<file path="src/rtl/seg7_pkg.sv">
// Shared seven-segment definitions: digit patterns {g,f,e,d,c,b,a} and the
// encoder state type.
package seg7_pkg;

    localparam logic [6:0] SEG_0     = 7'h3F;
    localparam logic [6:0] SEG_1     = 7'h06;
    localparam logic [6:0] SEG_2     = 7'h5B;
    localparam logic [6:0] SEG_3     = 7'h4F;
    localparam logic [6:0] SEG_4     = 7'h66;
    localparam logic [6:0] SEG_5     = 7'h6D;
    localparam logic [6:0] SEG_6     = 7'h7D;
    localparam logic [6:0] SEG_7     = 7'h07;
    localparam logic [6:0] SEG_8     = 7'h7F;
    localparam logic [6:0] SEG_9     = 7'h6F;
    localparam logic [6:0] SEG_BLANK = 7'h00;

    localparam int ACC_W = 10;

    typedef enum logic {
        ACCUM = 1'b0,
        DONE  = 1'b1
    } state_t;

endpackage

</file>
<file path="src/rtl/seg7_to_digit.sv">
// Combinational decoder from a seven-segment pattern to a BCD digit, with
// flags for a recognised digit and for the blank pattern.
module seg7_to_digit
    import seg7_pkg::*;
(
    input  logic [6:0] i_seg,
    output logic       o_isDigit,
    output logic       o_isBlank,
    output logic [3:0] o_digit
);

    always_comb begin
        o_isDigit = 1'b1;
        o_isBlank = 1'b0;
        o_digit   = 4'd0;
        case (i_seg)
            SEG_0:     o_digit = 4'd0;
            SEG_1:     o_digit = 4'd1;
            SEG_2:     o_digit = 4'd2;
            SEG_3:     o_digit = 4'd3;
            SEG_4:     o_digit = 4'd4;
            SEG_5:     o_digit = 4'd5;
            SEG_6:     o_digit = 4'd6;
            SEG_7:     o_digit = 4'd7;
            SEG_8:     o_digit = 4'd8;
            SEG_9:     o_digit = 4'd9;
            SEG_BLANK: begin
                o_isDigit = 1'b0;
                o_isBlank = 1'b1;
            end
            default:   o_isDigit = 1'b0;
        endcase
    end

endmodule

</file>
<file path="src/rtl/seg_to_binary_encoder.sv">
// Accumulates a most-significant-first stream of seven-segment digits into an
// 8-bit binary result with code and range error flags, valid/ready on both sides.
module seg_to_binary_encoder
    import seg7_pkg::*;
(
    input  logic       clk,
    input  logic       rst_n,
    input  logic [6:0] seg_in,
    input  logic       seg_valid,
    input  logic       seg_last,
    output logic       seg_ready,
    output logic [7:0] bin,
    output logic       err_code,
    output logic       err_range,
    output logic       bin_valid,
    input  logic       bin_ready
);

    state_t             r_state;
    logic [ACC_W-1:0]   r_acc;
    logic [2:0]         r_count;
    logic               r_errCode;
    logic               r_seenDigit;
    logic               r_segReady;
    logic               r_binValid;
    logic [7:0]         r_bin;
    logic               r_errCodeOut;
    logic               r_errRangeOut;

    logic               w_isDigit;
    logic               w_isBlank;
    logic [3:0]         w_digit;
    logic               w_xfer;
    logic [3:0]         w_digitVal;
    logic [13:0]        w_mul;
    logic [ACC_W-1:0]   w_mulSat;
    logic [ACC_W:0]     w_sum;
    logic [ACC_W-1:0]   w_accNext;
    logic               w_codeErrNow;
    logic               w_rangeFinal;

    seg7_to_digit u_decode (
        .i_seg     (seg_in),
        .o_isDigit (w_isDigit),
        .o_isBlank (w_isBlank),
        .o_digit   (w_digit)
    );

    // Both the x10 step and the digit add saturate at 1023 so an oversized
    // number can never wrap back into the legal 0..255 window.
    assign w_xfer       = seg_valid && r_segReady;
    assign w_digitVal   = w_isDigit ? w_digit : 4'd0;
    assign w_mul        = {4'b0000, r_acc} * 14'd10;
    assign w_mulSat     = (w_mul > 14'd1023) ? 10'd1023 : w_mul[ACC_W-1:0];
    assign w_sum        = {1'b0, w_mulSat} + {7'b0000000, w_digitVal};
    assign w_accNext    = w_sum[ACC_W] ? 10'd1023 : w_sum[ACC_W-1:0];
    assign w_codeErrNow = (!w_isDigit && !w_isBlank) || (w_isBlank && r_seenDigit);
    assign w_rangeFinal = (r_count > 3'd3) || (r_acc > 10'd255);

    always_ff @(posedge clk or negedge rst_n) begin
        if (!rst_n) begin
            r_state       <= ACCUM;
            r_acc         <= '0;
            r_count       <= '0;
            r_errCode     <= 1'b0;
            r_seenDigit   <= 1'b0;
            r_segReady    <= 1'b0;
            r_binValid    <= 1'b0;
            r_bin         <= '0;
            r_errCodeOut  <= 1'b0;
            r_errRangeOut <= 1'b0;
        end else begin
            case (r_state)
                ACCUM: begin
                    r_segReady <= 1'b1;
                    if (w_xfer) begin
                        r_acc       <= w_accNext;
                        r_count     <= (r_count == 3'd4) ? 3'd4 : r_count + 3'd1;
                        r_errCode   <= r_errCode || w_codeErrNow;
                        r_seenDigit <= r_seenDigit || w_isDigit;
                        if (seg_last) begin
                            r_state    <= DONE;
                            r_segReady <= 1'b0;
                        end
                    end
                end
                DONE: begin
                    // First DONE cycle publishes the result; afterwards it is
                    // frozen until the consumer takes it.
                    if (!r_binValid) begin
                        r_binValid    <= 1'b1;
                        r_errCodeOut  <= r_errCode;
                        r_errRangeOut <= w_rangeFinal;
                        r_bin         <= (r_errCode || w_rangeFinal) ? 8'h00 : r_acc[7:0];
                    end else if (bin_ready) begin
                        r_state       <= ACCUM;
                        r_segReady    <= 1'b1;
                        r_binValid    <= 1'b0;
                        r_bin         <= '0;
                        r_errCodeOut  <= 1'b0;
                        r_errRangeOut <= 1'b0;
                        r_acc         <= '0;
                        r_count       <= '0;
                        r_errCode     <= 1'b0;
                        r_seenDigit   <= 1'b0;
                    end
                end
                default: r_state <= ACCUM;
            endcase
        end
    end

    assign seg_ready = r_segReady;
    assign bin_valid = r_binValid;
    assign bin       = r_bin;
    assign err_code  = r_errCodeOut;
    assign err_range = r_errRangeOut;

endmodule

</file>
<file path="config.mk">
export PLATFORM = sky130hd
export DESIGN_NAME = seg_to_binary_encoder
export DESIGN_NICKNAME = d
export VERILOG_FILES = /design/src/rtl/seg7_pkg.sv /design/src/rtl/seg7_to_digit.sv /design/src/rtl/seg_to_binary_encoder.sv
export SDC_FILE = /design/constraint.sdc
export NUM_CORES = 1
export LEC_CHECK = 0
export CORE_ASPECT_RATIO = 0.9
export CORE_MARGIN = 3
export CORE_UTILIZATION = 50
export DETAILED_ROUTE_END_ITERATION = 8
export GPL_ROUTABILITY_DRIVEN = 0
export PLACE_DENSITY = 0.81
export SKIP_CTS_REPAIR_TIMING = 1
export SLEW_MARGIN = 20
export SYNTH_ARGS = -nofsm -noshare
export SYNTH_HDL_FRONTEND = slang
export SYNTH_HIERARCHICAL = 1
export SYNTH_SLANG_ARGS = --single-unit
</file>
<file path="constraint.sdc">
create_clock -name clk -period 4.4 [get_ports clk]
set_input_delay 0.88 -clock clk [delete_from_list [all_inputs] [get_ports clk]]
set_output_delay 0.88 -clock clk [all_outputs]
set_load 0.02 [all_outputs]
</file>
; ---- After elaboration in Yosys (flattened, before gate mapping)
; Cells that the tools add are included.
[totals]
regBits = 28
word_cells = 83
[op_classes]
add_sub_neg = 2
n_mul = 1
order_cmp = 3
n_eq_ne = 15
n_mux = 36
n_bitwise = 1
reduce_logical = 15
[ops]
columns = cell, n
row1 = $mux W10, 5
row2 = $eq A7 B7 Y1 const B, 7
row3 = $pmux W4 S9, 1
row4 = $mux W8, 3
row5 = $pmux W10 S2, 1
row6 = $mux W1, 16
row7 = $eq A7 B3 Y1 const B, 2
row8 = $gt A14 B10 Y1 const B, 1
row9 = $mul A10 B3 Y13 const B, 1
row10 = $mux W3, 4
row11 = $add A10 B4 Y11, 1
row12 = $gt A10 B8 Y1 const B, 1
row13 = $reduce_or A10 Y1, 1
row14 = $pmux W1 S2, 4
row15 = $eq A7 B6 Y1 const B, 1
row16 = $logic_not A7 Y1, 1
row17 = $ne A2 B2 Y1 const B, 3
row18 = $pmux W3 S2, 1
row19 = $logic_or A1 B1 Y1, 5
row20 = $mux W4, 1
row21 = $reduce_and A2 Y1, 2
row22 = $add A3 B1 Y3 const B, 1
row23 = $eq A3 B3 Y1 const B, 1
row24 = $gt A3 B2 Y1 const B, 1
row25 = 5 further kinds, 8

; ---- Depth between registers and ports, before layout
; Gate-level depths: netlist of run 1.
[depth]
ltp_word = 9
depth_mapped = 21
ltp_nobuf = 20

; ---- By module
; The synthesis of run 1 kept the hierarchy.
[by_module_without_submodules]
columns = module, n_inst, cells_each, area_per_inst_um2, seq_area_each_um2
row1 = seg_to_binary_encoder, 1, 210, 2020.7, 700.7
row2 = seg7_to_digit, 1, 36, 227.7, 0.0

; ---- Least setup slack after synthesis of run 1
; No wires, ideal clock.
[synth_timing]
path_kind = register -> register
start = register r_acc[3]
end = register r_acc[8]
setup_ps = 121
arrival_ps = 3769
required_time_ps = 4279
setup_slack_ps = 510
path_stages_with_launch = 21
path_buffers = 1
period_less_slack_ps = 3890
cell_sequence = dfrtp_1 -> ha_1 -> ha_1 -> inv_1 -> fa_1 -> nor2b_1 -> o31ai_1 -> a21oi_1 -> mux2i_1 -> nor4_2 -> buf_6 -> or2_2 -> fa_1 -> inv_1 -> a21o_1 -> a21oi_1 -> nor3_1 -> nand2_1 -> mux2i_1 -> nand2_1 -> a22o_1
[synth_between]
elab_chain_len = 7
[synth_rtl]
columns = item, line_no
row1 = from (decl), seg_to_binary_encoder.sv:20  ; logic [ACC_W-1:0] r_acc;
row2 = from (signal assigned), seg_to_binary_encoder.sv:77  ; r_acc <= w_accNext;
row3 = $mul A10 B3 Y13 (*), seg_to_binary_encoder.sv:53  ; assign w_mul = {4'b0000, r_acc} * 14'd10;
row4 = $gt A14 B10 Y1, seg_to_binary_encoder.sv:54  ; assign w_mulSat = (w_mul > 14'd1023) ? 10'd1023 : w_mul[ACC_W-1:0];
row5 = $mux W10 (*), seg_to_binary_encoder.sv:54
row6 = $add A10 B4 Y11 (*), seg_to_binary_encoder.sv:55  ; assign w_sum = {1'b0, w_mulSat} + {7'b0000000, w_digitVal};
row7 = $mux W10 (*), seg_to_binary_encoder.sv:56  ; assign w_accNext = w_sum[ACC_W] ? 10'd1023 : w_sum[ACC_W-1:0];
row8 = $mux W10 (*), seg_to_binary_encoder.sv:76  ; if (w_xfer) begin
row9 = $pmux W10 S2 (*), seg_to_binary_encoder.sv:73  ; case (r_state)
; Every way passes the cells marked *; elsewhere a longest branch is shown, timed or not. The select of a mux whose other input is x is not followed.
; A chain may end at the register's enable or synchronous reset.

; ---- Final worst setup path of run 1
; Ends and elaborated chain as after synthesis.

==> results by group, run 1 <==
Timing
  • Final Max Slew Viols: 0
  • Crit share post-route: between 90% and 100%
  • Worst-Margin Slew: roughly 0.92 ns
  • Setup ws final: 0.161 ns
  • Final TNS setup: 0 ns
  • Relative slew slack: between 30% and 40%
  • Worst-case clock skew: 0.00351 ns
  • Fin crit period: 4.24 ns
  • Fin. Hold Viols: 0
  • Min Hold Slack: between 0.5 and 0.6 ns
  • Final setup fails: 0
  • F_max: between 200 and 250 MHz
  • RSZ-0062 raised after global routing: yes

Drt
  • Via-to-Cell Ratio: 5.91
  • Total wire length: around 4800 um
  • Post-DR wirelength/cell: roughly 15 um
  • Residual DRC: 0
  • Total number of vias: 1,950
  • Pre-antenna DRT Iters: 4
  • ANT nets after route: 0
  • DR iter-0 viols: around 120

Placed design
  • Pre-CTS setup slack: 0.126 ns
  • Port Buffers: 23
  • HPWL after DPL: 3810 um

Pwr
  • Worst vdd ir: 0.524 mV
  • P per Cell Area: 855 mW/mm^2
  • Total power: 2.20 mW
  • Leak: around 1.2 nW

Synth
  • Commonest cells post-synth: dfrtp_1 (28), nand2_1 (24), ha_1 (22), a21oi_1 (19), nor2_1 (17)
  • Top-count cell post-synth: dfrtp_1
  • Netlist cell types: 56
  • Complex-gate fraction of the synthesized area: a little over a quarter
  • Gate Count Post-Synth: 246
  • Main combinational cell family by area after synthesis: compound AO/OA/AOI/OAI gates
  • Mapped Area: 0.00225 sq mm
  • Synth Area in Simple Gates: 19.3%
  • Multiplexer share of the synthesized area: 0.890%
  • Async set or reset register ratio after synthesis: 100%
  • Mean post-synth cell area: about 9.1 sq um
  • Post-Synth Adder-Cell Area: 14.0%
  • Syn_nets: 282
  • Post-synthesis xor/xnor area fraction: 2.73%
  • Leading area contributor after synthesis: dfrtp_1
  • Register bit total from synthesis: 28
  • Seq/Total Area, Yosys: between 30% and 40%
  • Post-synth EDFFs: 0
  • Synth top area cells: dfrtp_1 (31%), ha_1 (12%), a22o_1 (5.8%), a21oi_1 (4.2%), nand2_1 (4.0%)
  • Yosys warns: 6
  • Synth top area share: just over 30%
  • Most used flip-flop cell after synthesis: dfrtp_1

Die
  • Row count: 22
  • Io pins: 24
  • Core ar.: around 0.0042 sq mm
  • Die Ht: 69.6 um
  • Die width: about 77 um
  • Die ar.: 0.00534 sq mm
  • Initial Utilization: 53.4%

CTS
  • Clk buf depth: 2
  • Clock-pin slew on the worst setup and hold paths: 0.09 ns
  • Clock sink count: 28
  • CTS tree: built
  • H-tree depth: 1
  • Root buffer cell: clkbuf_8
  • Worst-skew pair later-pin latency: roughly 0.27 ns
  • Number of CTS-inserted buffers: 3

Worst setup path
  • Worst Path Required: 4.57 ns
  • Worst setup SP type: flop
  • Setup crit end kind: flop
  • Crit-path max FO: 6
  • Crit Path Category: reg -> reg
  • Max incr delay on CP: 0.43 ns
  • CP cell instances: ha_1 > ha_1 > inv_1 > fa_1 > nor2b_1 > o31ai_1 > a21oi_1 > mux2i_1 > nor4_4 > or2_2 > fa_1 > inv_1 > a21o_1 > a21oi_1 > nor3_1 > nand2_1 > mux2i_1 > nand2_1 > a22o_1
  • Arr. time, crit path: 4.41 ns
  • Slowest cell on the critical path: dfrtp_1

Status
  • Outcome: finished, final reports clean

GRT
  • Largest net degree at the start of global routing: 28
  • Number of global-route vias before repair: around 1.8k
  • Initial antenna violation count: 0
  • Overall Global Routing Usage: between 10% and 20%
  • Global-route wire length before repair: 8650 um
  • Global route total overflow: 0

Cells and area
  • Inserted Diodes: 0
  • Synth-to-layout area growth: 14.4%
  • Nets: 308
  • Layout cells sized above 1: 8.89%
  • Post-layout util: between 60% and 70%

Worst hold path
  • Worst min path class: reg -> reg

Flow run
  • Maxcap violations: 0
-- routing by layer --
layer / GRT usage (%) / part of all wire [%] / up-vias
li1: - / - / 957
met1: 30.1 / 53 / 928
met2: 27.9 / 43 / 61
met3: 1.82 / 4.2 / 4
met4: 3.62 / 0.60 / 0
met5: 0 / 0 / -
-- per-stage QoR --
stage          cell area, sq um  std cells
3_5_place_dp               2530        327
2_1_floorplan              2250        246
4_1_cts                    2570        330
6_report                   2570        330
3_3_place_gp               2530        327
5_1_grt                    2570        330
-- cells by family after synthesis --
logic type | after synthesis
AOI/OAI and AO/OA | 82
xor gates and xnor gates | 7
adders and majority gates | 24
buffers and inverters | 21
DFF | 28
muxes | 2
and+or+nand+nor | 82
-- cells in the final DEF (no fill, tap or decap), types with 2 or more instances in the layout --
| master | n |
|---|---|
| a22oi_1 | 2 |
| clkdlybuf4s50_1 | 22 |
| nand2_1 | 24 |
| and2_1 | 3 |
| o211ai_1 | 2 |
| xor2_1 | 2 |
| ha_1 | 22 |
| dfrtp_1 | 28 |
| o32ai_1 | 2 |
| nand3_1 | 6 |
| a21oi_1 | 19 |
| xnor2_1 | 5 |
| nor2b_1 | 3 |
| inv_1 | 14 |
| a31oi_1 | 6 |
| o211a_1 | 2 |
| o21ai_2 | 2 |
| o21ai_1 | 2 |
| mux2i_1 | 2 |
| buf_4 | 5 |
| a22o_1 | 15 |
| nor2_1 | 17 |
| and3_1 | 3 |
| or3_1 | 2 |
| nor3_1 | 3 |
| a21o_1 | 4 |
| fa_1 | 2 |
| o21ai_0 | 11 |
| nor3b_1 | 2 |
| nand2b_1 | 9 |
| clkbuf_8 | 3 |
-- area by class of cell --
class                   count  area [sq um]
flip-flops and latches     28           701
clock buffers               3          41.3
inverters                  14          52.6
multi-input cells         197          1440
fillers                   371          1640
well taps                  60          75.1
repair buffers             28           263
-- where the power goes --
group          switching (mW)  total, mW  internal [mW]
Clock                  0.0763      0.138         0.0616
Combinational           0.944       1.60          0.658
Sequential              0.109      0.459          0.350
Total                    1.13       2.20           1.07
-- final timing paths --
check / endpoint / slack (ns) / cells after the start / startpoint
max: r_acc[8] / 0.16 / 19 / r_acc[3]
min reg2reg: err_range / 0.51 / 1 / err_range
max reg2reg: r_acc[8] / 0.16 / 19 / r_acc[3]
max in group asynchronous: bin[7] / 3.35 / 2 / rst_n
min: err_range / 0.51 / 1 / err_range
min in group asynchronous: bin[2] / 0.59 / 1 / rst_n
-- worst max-delay path, delay by kind of cell, from the launching register on --
kind	cells	cell delay, ns
multiplexers	2	0.45
flip-flops	1	0.43
adder cells (fa/ha/maj)	4	1.29
AO/OA/AOI/OAI	5	0.82
AND/OR/NAND/NOR	6	1.02
buffers and inverters	2	0.13
-- registers in the layout, indices dropped and copies added, names as in the netlist --
signal,flops
bin,8
bin_valid,1
err_code,1
err_range,1
r_acc,10
r_count,3
r_errCode,1
r_seenDigit,1
r_state,1
seg_ready,1
Note: power is estimated with default switching activity, not from simulation.
==> run 2, diff against run 1 <==
--- a/config.mk
+++ b/config.mk
@@ -15,5 +15,4 @@
 export SLEW_MARGIN = 20
 export SYNTH_ARGS = -nofsm -noshare
 export SYNTH_HDL_FRONTEND = slang
-export SYNTH_HIERARCHICAL = 1
 export SYNTH_SLANG_ARGS = --single-unit
==> run 2 against run 1 <==
Register-to-register slack hardly changed. Largest cell class unchanged. Die area is 1.9% lower. Wire length rose by 10%. Maximum frequency up 0.24%. Final cell count is 0.30% higher.
==> results by group, run 2 <==
GRT
  • Initial antenna violation count: 0
  • Global route total overflow: 0
  • Global-route wire length before repair: 8470 um
  • Overall Global Routing Usage: 20.0%
  • Largest net degree at the start of global routing: 29
  • Number of global-route vias before repair: 1,786

Synth
  • Leading area contributor after synthesis: dfrtp_1
  • Yosys warns: 0
  • Register bit total from synthesis: 28
  • Mapped Area: 0.00220 sq mm
  • Most used flip-flop cell after synthesis: dfrtp_1
  • Commonest cells post-synth: dfrtp_1 (28), nand2_1 (24), ha_1 (22), a21oi_1 (18)
  • Syn_nets: around 280
  • Seq/Total Area, Yosys: 31.8%
  • Mean post-synth cell area: just under 9 sq um
  • Netlist cell types: 52
  • Post-synth EDFFs: 0
  • Synth top area share: 31.8%
  • Top-count cell post-synth: dfrtp_1
  • Synth top area cells: dfrtp_1 (32%), ha_1 (13%), a22o_1 (4.8%), a21oi_1 (4.1%), nand2_1 (4.1%)
  • Gate Count Post-Synth: around 250
  • Async set or reset register ratio after synthesis: 100%

Cells and area
  • Most common cell after layout, fill and taps aside: dfrtp_1
  • Largest register by flop count: r_acc
  • Commonest cells after routing, fill and taps aside: dfrtp_1 (28), nand2_1 (24), clkdlybuf4s50_1 (23), ha_1 (22), a21oi_1 (18)
  • Post-layout util: 62.6%
  • Max reg flops: 10
  • Fillcell total: between 300 and 400
  • Inserted Diodes: 0
  • Layout cells sized above 1: 8.12%
  • Synth-to-layout area growth: 18.2%
  • Nets: 308

Timing
  • Fin. Hold Viols: 0
  • Worst-case clock skew: approximately 0.0022 ns
  • Relative slew slack: 42.8%
  • Final Max Slew Viols: 0
  • Final setup fails: 0
  • Fin crit period: about 4.2 ns
  • Crit share post-route: 96.1%
  • Worst-Margin Slew: roughly 0.86 ns
  • F_max: between 200 and 250 MHz

Drt
  • ANT nets after route: 0
  • DR iter-0 viols: 196
  • Via-to-Cell Ratio: 6.07
  • Total wire length: 5330 um
  • Post-DR wirelength/cell: 16.1 um
  • Total number of vias: between 2k and 2.5k
  • Pre-antenna DRT Iters: 5
  • Residual DRC: 0

CTS
  • Clk buf depth: 2
  • H-tree depth: 1
  • Number of CTS-inserted buffers: 3
  • Root buffer cell: clkbuf_8
  • Clock sink count: 28
  • Worst-skew pair later-pin latency: 0.27 ns
  • Clock-pin slew on the worst setup and hold paths: 0.10 ns
  • CTS tree: built

Worst setup path
  • Crit Path Category: reg -> reg
  • Crit-path max FO: 7
  • Worst setup SP type: flop
  • Setup crit end kind: flop
  • Arr. time, crit path: 4.39 ns
  • Worst Path Required: approximately 4.6 ns

Flow run
  • Maxcap violations: 0

Die
  • Die Ht: 69.0 um
  • Row count: 22
  • Die ar.: 0.00524 sq mm
  • Die width: roughly 76 um
  • Io pins: 24
  • Initial Utilization: 53.0%
  • Core ar.: 0.00416 sq mm

Placed design
  • HPWL after DPL: just under 4000 um
  • Port Buffers: 23

Status
  • Outcome: finished, final reports clean

Worst hold path
  • Worst min path class: reg -> reg
[run 2: cell types whose count changed after synthesis, moves of 4 or more]
cell / delta
o21a_1: +4
clkbuf_1: +7
nor4_1: +4
nor2_1: -5
a21o_1: +4
[run 2: stage by stage]
| step | setup slack, ns | hold slack [ns] | cells | cell area, sq um | TNS [ns] |
|---|---|---|---|---|---|
| 4_1_cts | 0.293 | 0.516 | 327 | 2560 | 0 |
| 2_1_floorplan | 0.425 | 0.465 | 246 | 2200 | 0 |
| 3_3_place_gp | 0.378 | 0.480 | 323 | 2490 | 0 |
| 5_1_grt | -0.0176 | 0.533 | 331 | 2600 | -0.0265 |
| 3_5_place_dp | 0.309 | 0.495 | 323 | 2490 | 0 |
| 6_report | 0.171 | 0.509 | 331 | 2600 | 0 |
[run 2: final timing paths]
path | start | to | slack (ns) | cells after the start
setup / recovery | r_acc[1] | r_acc[5] | 0.17 | 17
hold / removal | err_range | err_range | 0.51 | 1
setup reg to reg | r_acc[1] | r_acc[5] | 0.17 | 17
hold reg to reg | err_range | err_range | 0.51 | 1
max in group asynchronous | rst_n | r_count[2] | 3.15 | 2
min in group asynchronous | rst_n | bin[6] | 0.99 | 2
[run 2: cells by family (layout without fill, tap and decap cells)]
logic type               after synthesis  count (layout)  synth area share, %
adder cells (fa/ha/maj)               24              24                 14.3
AO/OA/AOI/OAI                         82              82                 26.7
XOR/XNOR                               7               7                 2.78
multiplexers                           1               1                0.455
buffers and inverters                 22              47                 4.09
AND/OR/NAND/NOR                       82              82                 19.8
flip-flops                            28              28                 31.8
[run 2: metal layers]
layer,share of wire [%],vias to the layer above,global-route usage [%]
li1,-,979,-
met1,48,960,28.5
met2,46,65,33.3
met3,5.4,4,2.73
met4,0.79,0,3.62
met5,0,-,0
[run 2: cell type report]
class                   count  area, sq um  area share, %
well taps                  60         75.1           2.88
flip-flops and latches     28          701           26.9
repair buffers             31          290           11.1
clock buffers               3         41.3           1.59
clock inverters             1         30.0           1.15
inverters                  12         45.0           1.73
multi-input cells         196         1420           54.6
[run 2: worst max-delay path, stage by stage, from the launching register on]
cell       delay (ns)
dfrtp_1          0.44
ha_1             0.30
ha_1             0.19
inv_1            0.06
fa_1             0.40
nand2b_4         0.17
a2111oi_4        0.42
o21ai_0          0.13
a32oi_1          0.25
and2_4           0.19
nand2b_1         0.06
ha_1             0.33
nor2b_1          0.15
o21ai_0          0.19
nand2b_1         0.18
o21ai_1          0.32
and3_1           0.23
a31oi_1          0.08
Power of run 2 is left out: the tool's default activity adds up to more than one toggle a clock period on the data nets, which glitch-free logic cannot reach.
